--- src/rtl/laser_pkg.sv ---
// laser_pkg: shared lane state, line levels and vote-phase helper for the laser receiver.
package laser_pkg;
  typedef enum logic [1:0] {IDLE, START, DATA, STOP} lane_state_e;
  localparam logic IDLE_LEVEL  = 1'b0;
  localparam logic START_LEVEL = 1'b1;
  // Three samples straddling the bit centre feed the 2-of-3 vote.
  function automatic logic is_vote_phase(input int phase, input int os);
    return (phase >= os / 2 - 1) && (phase <= os / 2 + 1);
  endfunction
endpackage

--- src/rtl/laser_rx_multi_if.sv ---
// laser_rx_multi_if: aligned-word valid/ready bus plus per-lane error pulses.
interface laser_rx_multi_if #(
  parameter int CHANNELS  = 2,
  parameter int DATA_BITS = 8
);
  logic [CHANNELS*DATA_BITS-1:0] out_data;
  logic                          out_valid;
  logic                          out_ready;
  logic [CHANNELS-1:0]           frame_err;
  logic [CHANNELS-1:0]           overrun;
  logic                          skew_err;
  modport master (output out_data, out_valid, frame_err, overrun, skew_err, input out_ready);
  modport slave  (input out_data, out_valid, frame_err, overrun, skew_err, output out_ready);
endinterface

--- src/rtl/laser_rx_lane.sv ---
// laser_rx_lane: synchronised, oversampled, majority-voted frame decoder with one holding register.
module laser_rx_lane
  import laser_pkg::*;
#(
  parameter int DATA_BITS  = 8,
  parameter int OVERSAMPLE = 8
) (
  input  logic                 clock,
  input  logic                 reset_n,
  input  logic                 laser_in,
  input  logic                 clear,
  output logic                 good,
  output logic                 full,
  output logic [DATA_BITS-1:0] hold,
  output logic                 frame_err,
  output logic                 overrun
);
  localparam int PW = $clog2(OVERSAMPLE);
  localparam int BW = $clog2(DATA_BITS + 1);
  localparam logic [PW-1:0] LAST_PHASE = PW'(OVERSAMPLE - 1);
  localparam logic [BW-1:0] LAST_BIT   = BW'(DATA_BITS - 1);
  lane_state_e state_q, state_d;
  logic sync1_q, sync2_q, prev_q;
  logic [PW-1:0] phase_q, phase_d;
  logic [BW-1:0] bit_cnt_q, bit_cnt_d;
  logic [2:0] votes_q, votes_d;
  logic [DATA_BITS-1:0] shift_q, shift_d, hold_q, hold_d;
  logic full_q, full_d, frame_err_q, frame_err_d, overrun_q, overrun_d;
  logic rise, commit, bit_val, load;
  always_ff @(posedge clock or negedge reset_n)
    if (!reset_n) state_q <= IDLE;
    else state_q <= state_d;
  always_comb begin
    state_d = state_q;
    case (state_q)
      IDLE:    state_d = rise ? START : IDLE;
      START:   if (commit) state_d = (bit_val == START_LEVEL) ? DATA : IDLE;
      DATA:    if (commit && bit_cnt_q == LAST_BIT) state_d = STOP;
      STOP:    if (commit) state_d = IDLE;
      default: state_d = IDLE;
    endcase
  end
  always_comb begin
    rise        = sync2_q == START_LEVEL && prev_q == IDLE_LEVEL;
    commit      = state_q != IDLE && phase_q == LAST_PHASE;
    votes_d     = is_vote_phase(int'(phase_q), OVERSAMPLE) ? {votes_q[1:0], sync2_q} : votes_q;
    bit_val     = (votes_d[0] & votes_d[1]) | (votes_d[0] & votes_d[2]) | (votes_d[1] & votes_d[2]);
    phase_d     = state_q == IDLE ? (rise ? PW'(1) : '0) : (phase_q == LAST_PHASE ? '0 : phase_q + 1'b1);
    bit_cnt_d   = state_q == IDLE ? '0 : (state_q == DATA && commit ? bit_cnt_q + 1'b1 : bit_cnt_q);
    shift_d     = state_q == DATA && commit ? {bit_val, shift_q[DATA_BITS-1:1]} : shift_q;
    good        = state_q == STOP && commit && bit_val == IDLE_LEVEL;
    // A same-cycle clear from the aligner frees the register before this byte lands.
    load        = good && (!full_q || clear);
    full_d      = load || (full_q && !clear);
    hold_d      = load ? shift_q : hold_q;
    frame_err_d = state_q == STOP && commit && bit_val != IDLE_LEVEL;
    overrun_d   = good && !load;
  end
  always_ff @(posedge clock or negedge reset_n)
    if (!reset_n) begin
      sync1_q     <= IDLE_LEVEL;
      sync2_q     <= IDLE_LEVEL;
      prev_q      <= IDLE_LEVEL;
      phase_q     <= '0;
      bit_cnt_q   <= '0;
      votes_q     <= '0;
      shift_q     <= '0;
      hold_q      <= '0;
      full_q      <= 1'b0;
      frame_err_q <= 1'b0;
      overrun_q   <= 1'b0;
    end else begin
      sync1_q     <= laser_in;
      sync2_q     <= sync1_q;
      prev_q      <= sync2_q;
      phase_q     <= phase_d;
      bit_cnt_q   <= bit_cnt_d;
      votes_q     <= votes_d;
      shift_q     <= shift_d;
      hold_q      <= hold_d;
      full_q      <= full_d;
      frame_err_q <= frame_err_d;
      overrun_q   <= overrun_d;
    end
  assign full      = full_q;
  assign hold      = hold_q;
  assign frame_err = frame_err_q;
  assign overrun   = overrun_q;
endmodule

--- src/rtl/laser_rx_multi.sv ---
// laser_rx_multi: per-lane laser decoders feeding a cross-lane word aligner with skew timeout.
module laser_rx_multi
  import laser_pkg::*;
#(
  parameter int CHANNELS   = 2,
  parameter int DATA_BITS  = 8,
  parameter int OVERSAMPLE = 8,
  parameter int SKEW_LIMIT = 2
) (
  input  logic                clock,
  input  logic                reset_n,
  input  logic [CHANNELS-1:0] laser_in,
  laser_rx_multi_if.master    rx
);
  localparam int SKEW_CYC = SKEW_LIMIT * OVERSAMPLE;
  localparam int TW = $clog2(SKEW_CYC + 1);
  localparam logic [TW-1:0] SKEW_LAST = TW'(SKEW_CYC - 1);
  logic [CHANNELS-1:0] good, full, full_next, frame_err, overrun;
  logic [CHANNELS*DATA_BITS-1:0] hold;
  logic hs, partial, skew_fire, clear;
  logic out_valid_q, out_valid_d, skew_err_q, skew_err_d;
  logic [TW-1:0] timer_q, timer_d;
  for (genvar c = 0; c < CHANNELS; c++) begin : g_lane
    laser_rx_lane #(.DATA_BITS(DATA_BITS), .OVERSAMPLE(OVERSAMPLE)) u_lane (
      .clock     (clock),
      .reset_n   (reset_n),
      .laser_in  (laser_in[c]),
      .clear     (clear),
      .good      (good[c]),
      .full      (full[c]),
      .hold      (hold[c*DATA_BITS +: DATA_BITS]),
      .frame_err (frame_err[c]),
      .overrun   (overrun[c])
    );
  end
  always_comb begin
    hs          = out_valid_q && rx.out_ready;
    partial     = |full && !(&full);
    // A last lane landing on the expiry cycle completes the word instead of timing out.
    skew_fire   = CHANNELS > 1 && partial && timer_q == SKEW_LAST && !(&(full | good));
    clear       = hs || skew_fire;
    full_next   = clear ? good : (full | good);
    out_valid_d = hs ? &full_next : &full;
    timer_d     = partial && !clear ? timer_q + 1'b1 : '0;
    skew_err_d  = skew_fire;
  end
  always_ff @(posedge clock or negedge reset_n)
    if (!reset_n) begin
      out_valid_q <= 1'b0;
      skew_err_q  <= 1'b0;
      timer_q     <= '0;
    end else begin
      out_valid_q <= out_valid_d;
      skew_err_q  <= skew_err_d;
      timer_q     <= timer_d;
    end
  assign rx.out_data  = hold;
  assign rx.out_valid = out_valid_q;
  assign rx.frame_err = frame_err;
  assign rx.overrun   = overrun;
  assign rx.skew_err  = skew_err_q;
endmodule

--- src/flat_wrapper.sv ---
// flat-port wrapper written by rule: the top's interface ports become plain ports
module laser_rx_multi_flat import laser_pkg::*;
#(
  parameter int CHANNELS   = 2,
  parameter int DATA_BITS  = 8,
  parameter int OVERSAMPLE = 8,
  parameter int SKEW_LIMIT = 2
)
  (clock, reset_n, laser_in, rx_out_data, rx_out_valid, rx_frame_err, rx_overrun, rx_skew_err, rx_out_ready);
  laser_rx_multi_if #(.CHANNELS(CHANNELS), .DATA_BITS(DATA_BITS)) rx_i ();
  input  logic clock;
  input  logic reset_n;
  input  logic [CHANNELS-1:0] laser_in;
  output wire logic [$bits(rx_i.out_data)-1:0] rx_out_data;
  output wire logic [$bits(rx_i.out_valid)-1:0] rx_out_valid;
  output wire logic [$bits(rx_i.frame_err)-1:0] rx_frame_err;
  output wire logic [$bits(rx_i.overrun)-1:0] rx_overrun;
  output wire logic [$bits(rx_i.skew_err)-1:0] rx_skew_err;
  input wire logic [$bits(rx_i.out_ready)-1:0] rx_out_ready;
  assign rx_out_data = rx_i.out_data;
  assign rx_out_valid = rx_i.out_valid;
  assign rx_frame_err = rx_i.frame_err;
  assign rx_overrun = rx_i.overrun;
  assign rx_skew_err = rx_i.skew_err;
  assign rx_i.out_ready = rx_out_ready;
  laser_rx_multi #(.CHANNELS(CHANNELS), .DATA_BITS(DATA_BITS), .OVERSAMPLE(OVERSAMPLE), .SKEW_LIMIT(SKEW_LIMIT)) u_core (.clock(clock), .reset_n(reset_n), .laser_in(laser_in), .rx(rx_i));
endmodule
--- config.mk ---
export PLATFORM = sky130hd
export DESIGN_NAME = laser_rx_multi_flat
export DESIGN_NICKNAME = d
export VERILOG_FILES = /design/src/rtl/laser_pkg.sv /design/src/rtl/laser_rx_multi_if.sv /design/src/rtl/laser_rx_lane.sv /design/src/rtl/laser_rx_multi.sv /design/src/flat_wrapper.sv
export SDC_FILE = /design/constraint.sdc
export NUM_CORES = 1
export LEC_CHECK = 0
export ABC_CLOCK_PERIOD_IN_PS = 5500
export CORE_ASPECT_RATIO = 1.5
export CORE_MARGIN = 2
export CORE_UTILIZATION = 61
export DETAILED_ROUTE_END_ITERATION = 10
export HOLD_SLACK_MARGIN = 0.15
export PLACE_DENSITY = 0.83
export REMOVE_ABC_BUFFERS = 1
export SYNTH_ARGS = -nofsm -noshare
export SYNTH_HDL_FRONTEND = slang
export SYNTH_SLANG_ARGS = --single-unit
--- constraint.sdc ---
create_clock -name clock -period 5.5 [get_ports clock]
set_input_delay 0.825 -clock clock [delete_from_list [all_inputs] [get_ports clock]]
set_output_delay 0.825 -clock clock [all_outputs]
set_load 0.05 [all_outputs]
==> flow_summary.yaml, run 1 <==
outcome:
  outcome: "finished, final reports clean"
pwr:
  p_total_w: 0.00165
  p_comb_frac: 0.267
  p_per_area_mw_per_mm2: 439
  clockPowerShare: 0.276
  peakVddDrop_uv: 258
  p_int_w: 0.00111
  seqPwrFrac: 0.457
  p_leak_nw: 1.74
  swShare: 0.327
  switchingPower_w: 0.000539
grt:
  overflow: 0
  first_global_vias: 2029
  grt_max_degree: 76
  grt_pass1_wl_microns: 9070
  antenna_found_initial: 0
  grtUsageTotal: 0.201
setup_path:
  crit_arrival_ps: 3010
  rr_endpoint: "u_core.g_lane[1].u_lane.hold[3]"
  reg2reg_depth: 8
  crit_path_start_kind: "flip-flop"
  r2r_start: "u_core.g_lane[0].u_lane.phase_q[0]"
  endpoint_kind: "flip-flop"
  required_ps: 5730
  critPathKind: "flip-flop to flip-flop"
  regToRegSetupSlack_ps: 2710
  path_max_fanout: 8
final_layout:
  n_fill_cell: 379
  drive_above_1_share: 0.203
  layout-area-overhead-vs-synth_pct: 15.2
  nets: 303
  n_antenna_cell: 0
route:
  vias_per_cell: 5.58
  wl_met3_microns: 134
  wl_met2_microns: 2850
  drc: 0
  ant_nets: 0
  highest_layer: "met4"
  firstDrtPassIters: 4
  drtIter0Drc: 140
  wirelength_microns: 5270
  routedWlPerCell_microns: 14.7
  vias: 2004
  drt-met1-wl_microns: 2200
clocking:
  cts_made_buffers: 9
  postCtsSetupRepairBufs: 0
  cts-root-buf: "clkbuf_8"
  tritoncts: "built"
  clock_sinks: 75
  hold_buffers: 0
  clkTransAtPathRegs_ps: 80
  cts.repair.resized: 0
  insertion_delay_ps: 340
  cts-htree-levels: 3
  cts.path.max_buffers: 2
timing:
  fin_crit_sh: 0.507
  max_freq_mhz: 359
  worst_pin_slew_ps: 904
  relSlewSlack: 0.398
  setup_violations: 0
  drv_slew: 0
  rsz0062_at_grt: "no"
  finClkSkew_ps: 8.92
  layout_min_cycle_time_ps: 2790
  hold_violations: 0
  setup_tns_ps: 0
  setup_ws_ps: 2710
synth:
  synth_edf_count: 0
  async_flop_share: 1.00
  yosysSeqAreaShare: 0.577
  postSynthRegisterBits: 75
  ys_warn_count: 0
  ys_types: 39
  synth_ff_type: "dfrtp_1"
  synth_area_leaders: "dfrtp_1 58%, mux2_2 12%, ha_1 4.6%"
  syn_area_sq_mm: 0.00325
  netlist_instances: 261
  synth_top_area_frac: 0.577
  avgSynthCellArea_sq_um: 12.5
  yosys.area.top_type: "dfrtp_1"
  synth_commonest_cells: "75 x dfrtp_1, 36 x mux2_2, 26 x nand2_1"
  yosysMostFrequentCell: "dfrtp_1"
die:
  dieArea_sq_mm: 0.00594
  rows: 32
  pin_count: 27
  die_w_microns: 63.6
  initial_utilization: 0.634
  coreArea_sq_mm: 0.00512
  die_h_microns: 93.4
place:
  pre_cts_slack_ps: 2750
  port_buffers: 26
  hpwl_microns: 3650
  gp_congestion: 0.738
job:
  drv_cap: 0
worst_hold_path:
  whs_endpoint: "u_core.g_lane[0].u_lane.sync2_q"
  min_from: "u_core.g_lane[0].u_lane.sync1_q"
  hp-class: "flip-flop to flip-flop"
  worstHoldPathCells: 0
## cell type report
cell class                      instances  area [sq um]  area share
Sequential cell                        75          1880       0.501
Multi-Input combinational cell        165          1280       0.341
Timing Repair Buffer                   26           258      0.0688
Clock buffer                           10           128      0.0341
Clock inverter                          6          88.8      0.0237
Tap cell                               68          85.1      0.0227
Inverter                                9          33.8     0.00902
## worst max-delay path by stage
stage	to	slack (ps)	from
after floorplan	u_core.g_lane[1].u_lane.hold[0]	2950	u_core.g_lane[0].u_lane.phase_q[0]
after global placement	u_core.g_lane[1].u_lane.hold[1]	2840	u_core.g_lane[0].u_lane.phase_q[0]
after detailed placement	u_core.g_lane[1].u_lane.hold[5]	2750	u_core.g_lane[0].u_lane.phase_q[0]
after CTS	u_core.g_lane[1].u_lane.hold[5]	2730	u_core.g_lane[0].u_lane.phase_q[0]
after global routing	u_core.g_lane[1].u_lane.hold[3]	2570	u_core.g_lane[0].u_lane.phase_q[0]
final	u_core.g_lane[1].u_lane.hold[3]	2710	u_core.g_lane[0].u_lane.phase_q[0]
## routing by layer
layer | up-vias | global-route usage
met5 | - | 0
met4 | 0 | 0.118
met3 | 7 | 0.0433
met2 | 26 | 0.343
met1 | 1006 | 0.230
li1 | 965 | -
## sequential cells by signal, summed over array words and instances, names as in the netlist, 5 cells and up, named ones only
name / flops
u_core.timer_q: 5
u_core.g_lane.u_lane.phase_q: 6
u_core.g_lane.u_lane.shift_q: 16
u_core.g_lane.u_lane.votes_q: 6
u_core.g_lane.u_lane.bit_cnt_q: 8
u_core.g_lane.u_lane.hold: 16
## critical path: stages (launching register included)
cell and delay [ps]:
dfrtp_1 440, ha_1 250, ha_1 200, a211o_1 320
o21a_4 170, o311a_4 330, o21ai_0 240, a21o_1 340
mux2_2 380
## metrics by stage
step	utilization	hold slack (ps)	std cells	area, sq um
after floorplan	-	331	249	3190
after global placement	0.689	333	343	3530
after detailed placement	0.689	343	343	3530
after CTS	0.731	358	359	3750
after global routing	0.731	364	359	3750
final	0.731	354	359	3750
## layout by cell type, fill, tap and decap left out, types with 3 or more instances in the layout
master and n:
nor3_1 4, clkdlybuf4s50_1 25, a21oi_1 3, o211ai_1 3, clkbuf_8 9, o21ai_0 8
dfrtp_1 75, nor2_1 18, a21o_1 3, a22o_1 6, inv_1 9, mux2_2 36
nand3_1 7, nor3b_1 3, and2_1 3, o31ai_1 4, nand2_1 26, ha_1 12
## power by group through the flow
stage	registers [W]	logic (W)	clock network (W)
after global placement	0.000754	0.000420	0
final	0.000753	0.000440	0.000454
after CTS	0.000751	0.000447	0.000464
after global routing	0.000766	0.000492	0.000491
after detailed placement	0.000761	0.000446	0
after floorplan	0.000746	0.000346	0
## kinds of logic (layout without fill, tap and decap cells)
| logic type | after synthesis | count (layout) | synth area share |
|---|---|---|---|
| fa+ha+maj | 12 | 12 | 0.0462 |
| simple gates | 72 | 72 | 0.106 |
| flops | 75 | 75 | 0.577 |
| compound gates | 41 | 41 | 0.104 |
| xor+xnor | 2 | 2 | 0.00539 |
| mux | 38 | 38 | 0.131 |
| buf+inv | 21 | 51 | 0.0300 |
Power figures use the tool's default switching activity.
==> run 2, diff against run 1 <==
Settings changed: ABC_CLOCK_PERIOD_IN_PS 5500 to 2800, CORE_UTILIZATION 61 to 57, PLACE_DENSITY 0.83 to 0.79.
Clock period 5.5 ns to 2.8 ns, I/O delays scaled along.
==> run 2 against run 1 <==
Compared with the run above:
- critical path depth is the same
- routed wire length shrank 1.5%
- count of clock-buffer cells in the layout shrank 1
- largest power group unchanged
==> flow_summary.yaml, run 2 (synthesized netlist as in run 1, its figures left out) <==
clocking:
  cts-htree-levels: 3
  cts.path.max_buffers: 2
  cts-root-buf: "clkbuf_8"
  clkTransAtPathRegs_ps: 70
  cts_made_buffers: 9
  insertion_delay_ps: 340
  clock_sinks: 75
  tritoncts: "built"
  postCtsSetupRepairBufs: 0
pwr:
  p_total_w: 0.00322
  p_leak_nw: 1.75
  p_per_area_mw_per_mm2: 858
  peakVddDrop_uv: 624
die:
  rows: 33
  die_w_microns: 65.7
  pin_count: 27
  coreArea_sq_mm: 0.00549
  die_h_microns: 96.5
  initial_utilization: 0.592
  dieArea_sq_mm: 0.00634
setup_path:
  required_ps: 3030
  path_delay_family: "compound AO/OA/AOI/OAI gates"
  crit_end: "u_core.g_lane[0].u_lane.hold[0]"
  crit_start: "u_core.g_lane[1].u_lane.phase_q[0]"
  rr_endpoint: "u_core.g_lane[0].u_lane.hold[0]"
  path_depth: 8
  path_max_fanout: 8
  critical_path.slowest_cell: "dfrtp_1"
  crit_arrival_ps: 2860
  path_buf_inv: 0
  r2r_start: "u_core.g_lane[1].u_lane.phase_q[0]"
  cp_common_cell: "ha_1"
  regToRegSetupSlack_ps: 170
  critPathKind: "flip-flop to flip-flop"
  reg2reg_depth: 8
  crit_chain: "ha_1, ha_1, a211o_1, a221o_1, a31oi_1, o311ai_2, nand3_4, mux2_2"
  crit_path_start_kind: "flip-flop"
  endpoint_kind: "flip-flop"
  slowest_delay_ps: 410
timing:
  fin_crit_sh: 0.938
  finClkSkew_ps: 7.85
  drv_slew: 0
  hold_violations: 0
  rsz0062_at_grt: "no"
  setup_tns_ps: 0
  layout_min_cycle_time_ps: 2630
  setup_violations: 0
  relSlewSlack: 0.388
  worst_pin_slew_ps: 917
  max_freq_mhz: 381
route:
  routedWlPerCell_microns: 14.4
  firstDrtPassIters: 4
  drc: 0
  drtIter0Drc: 120
  vias_per_cell: 5.61
  ant_nets: 0
  vias: 2026
  wirelength_microns: 5190
grt:
  first_global_vias: 1995
  antenna_found_initial: 0
  overflow: 0
  grtUsageTotal: 0.185
  grt_pass1_wl_microns: 8750
  grt_max_degree: 76
final_layout:
  final_common_cell: "dfrtp_1"
  final_cell_mix: "75 x dfrtp_1, 36 x mux2_2, 26 x nand2_1, 25 x clkdlybuf4s50_1, 18 x nor2_1"
  n_antenna_cell: 0
  drive_above_1_share: 0.210
  layout-area-overhead-vs-synth_pct: 15.4
  nets: 305
job:
  drv_cap: 0
place:
  port_buffers: 26
  hpwl_microns: 3630
  gp_congestion: 0.727
worst_hold_path:
  hp-class: "primary input to async pin"
outcome:
  outcome: "finished, final reports clean"
## run 2: final cells by class
cell class              instances  area, sq um
well taps                      70         87.6
clock inverters                 5         80.1
fillers                       405         1740
inverters                       9         33.8
multi-input cells             165         1280
repair buffers                 28          273
flip-flops and latches         75         1880
clock buffers                   9          124
## run 2: timing repair
action | 4_1_cts | 5_1_grt
setup endpoints to repair | 0 | 8
hold buffers | 0 | 0
gates resized for setup | 0 | 2
## run 2: through the flow
| stage | utilization | instances | instance area, sq um | hold slack (ps) | worst slack [ps] |
|---|---|---|---|---|---|
| floorplan | - | 249 | 3190 | 124 | 250 |
| global placement | 0.646 | 347 | 3550 | 333 | 116 |
| detailed placement | 0.646 | 347 | 3550 | 337 | 42.3 |
| CTS | 0.683 | 361 | 3750 | 232 | 12.7 |
| global route | 0.683 | 361 | 3750 | 291 | 47.7 |
| finish | 0.683 | 361 | 3750 | 187 | 173 |
## run 2: worst min path at each step
stage / from / endpoint
6_report: reset_n / u_core.g_lane[0].u_lane.bit_cnt_q[2]
5_1_grt: reset_n / u_core.g_lane[0].u_lane.frame_err
4_1_cts: reset_n / u_core.g_lane[0].u_lane.bit_cnt_q[2]
3_5_place_dp: u_core.g_lane[0].u_lane.sync1_q / u_core.g_lane[0].u_lane.sync2_q
3_3_place_gp: u_core.g_lane[0].u_lane.sync1_q / u_core.g_lane[0].u_lane.sync2_q
2_1_floorplan: reset_n / async pin
## run 2: layer usage
layer,part of all wire,GRT usage,vias up
li1,-,-,969
met1,0.41,0.212,999
met2,0.53,0.310,44
met3,0.035,0.0487,14
met4,0.027,0.111,0
met5,0,0,-
## run 2: power breakdown
part           switching [W]  internal (W)
clock               0.000372      0.000490
sequential          0.000213       0.00127
combinational       0.000456      0.000422
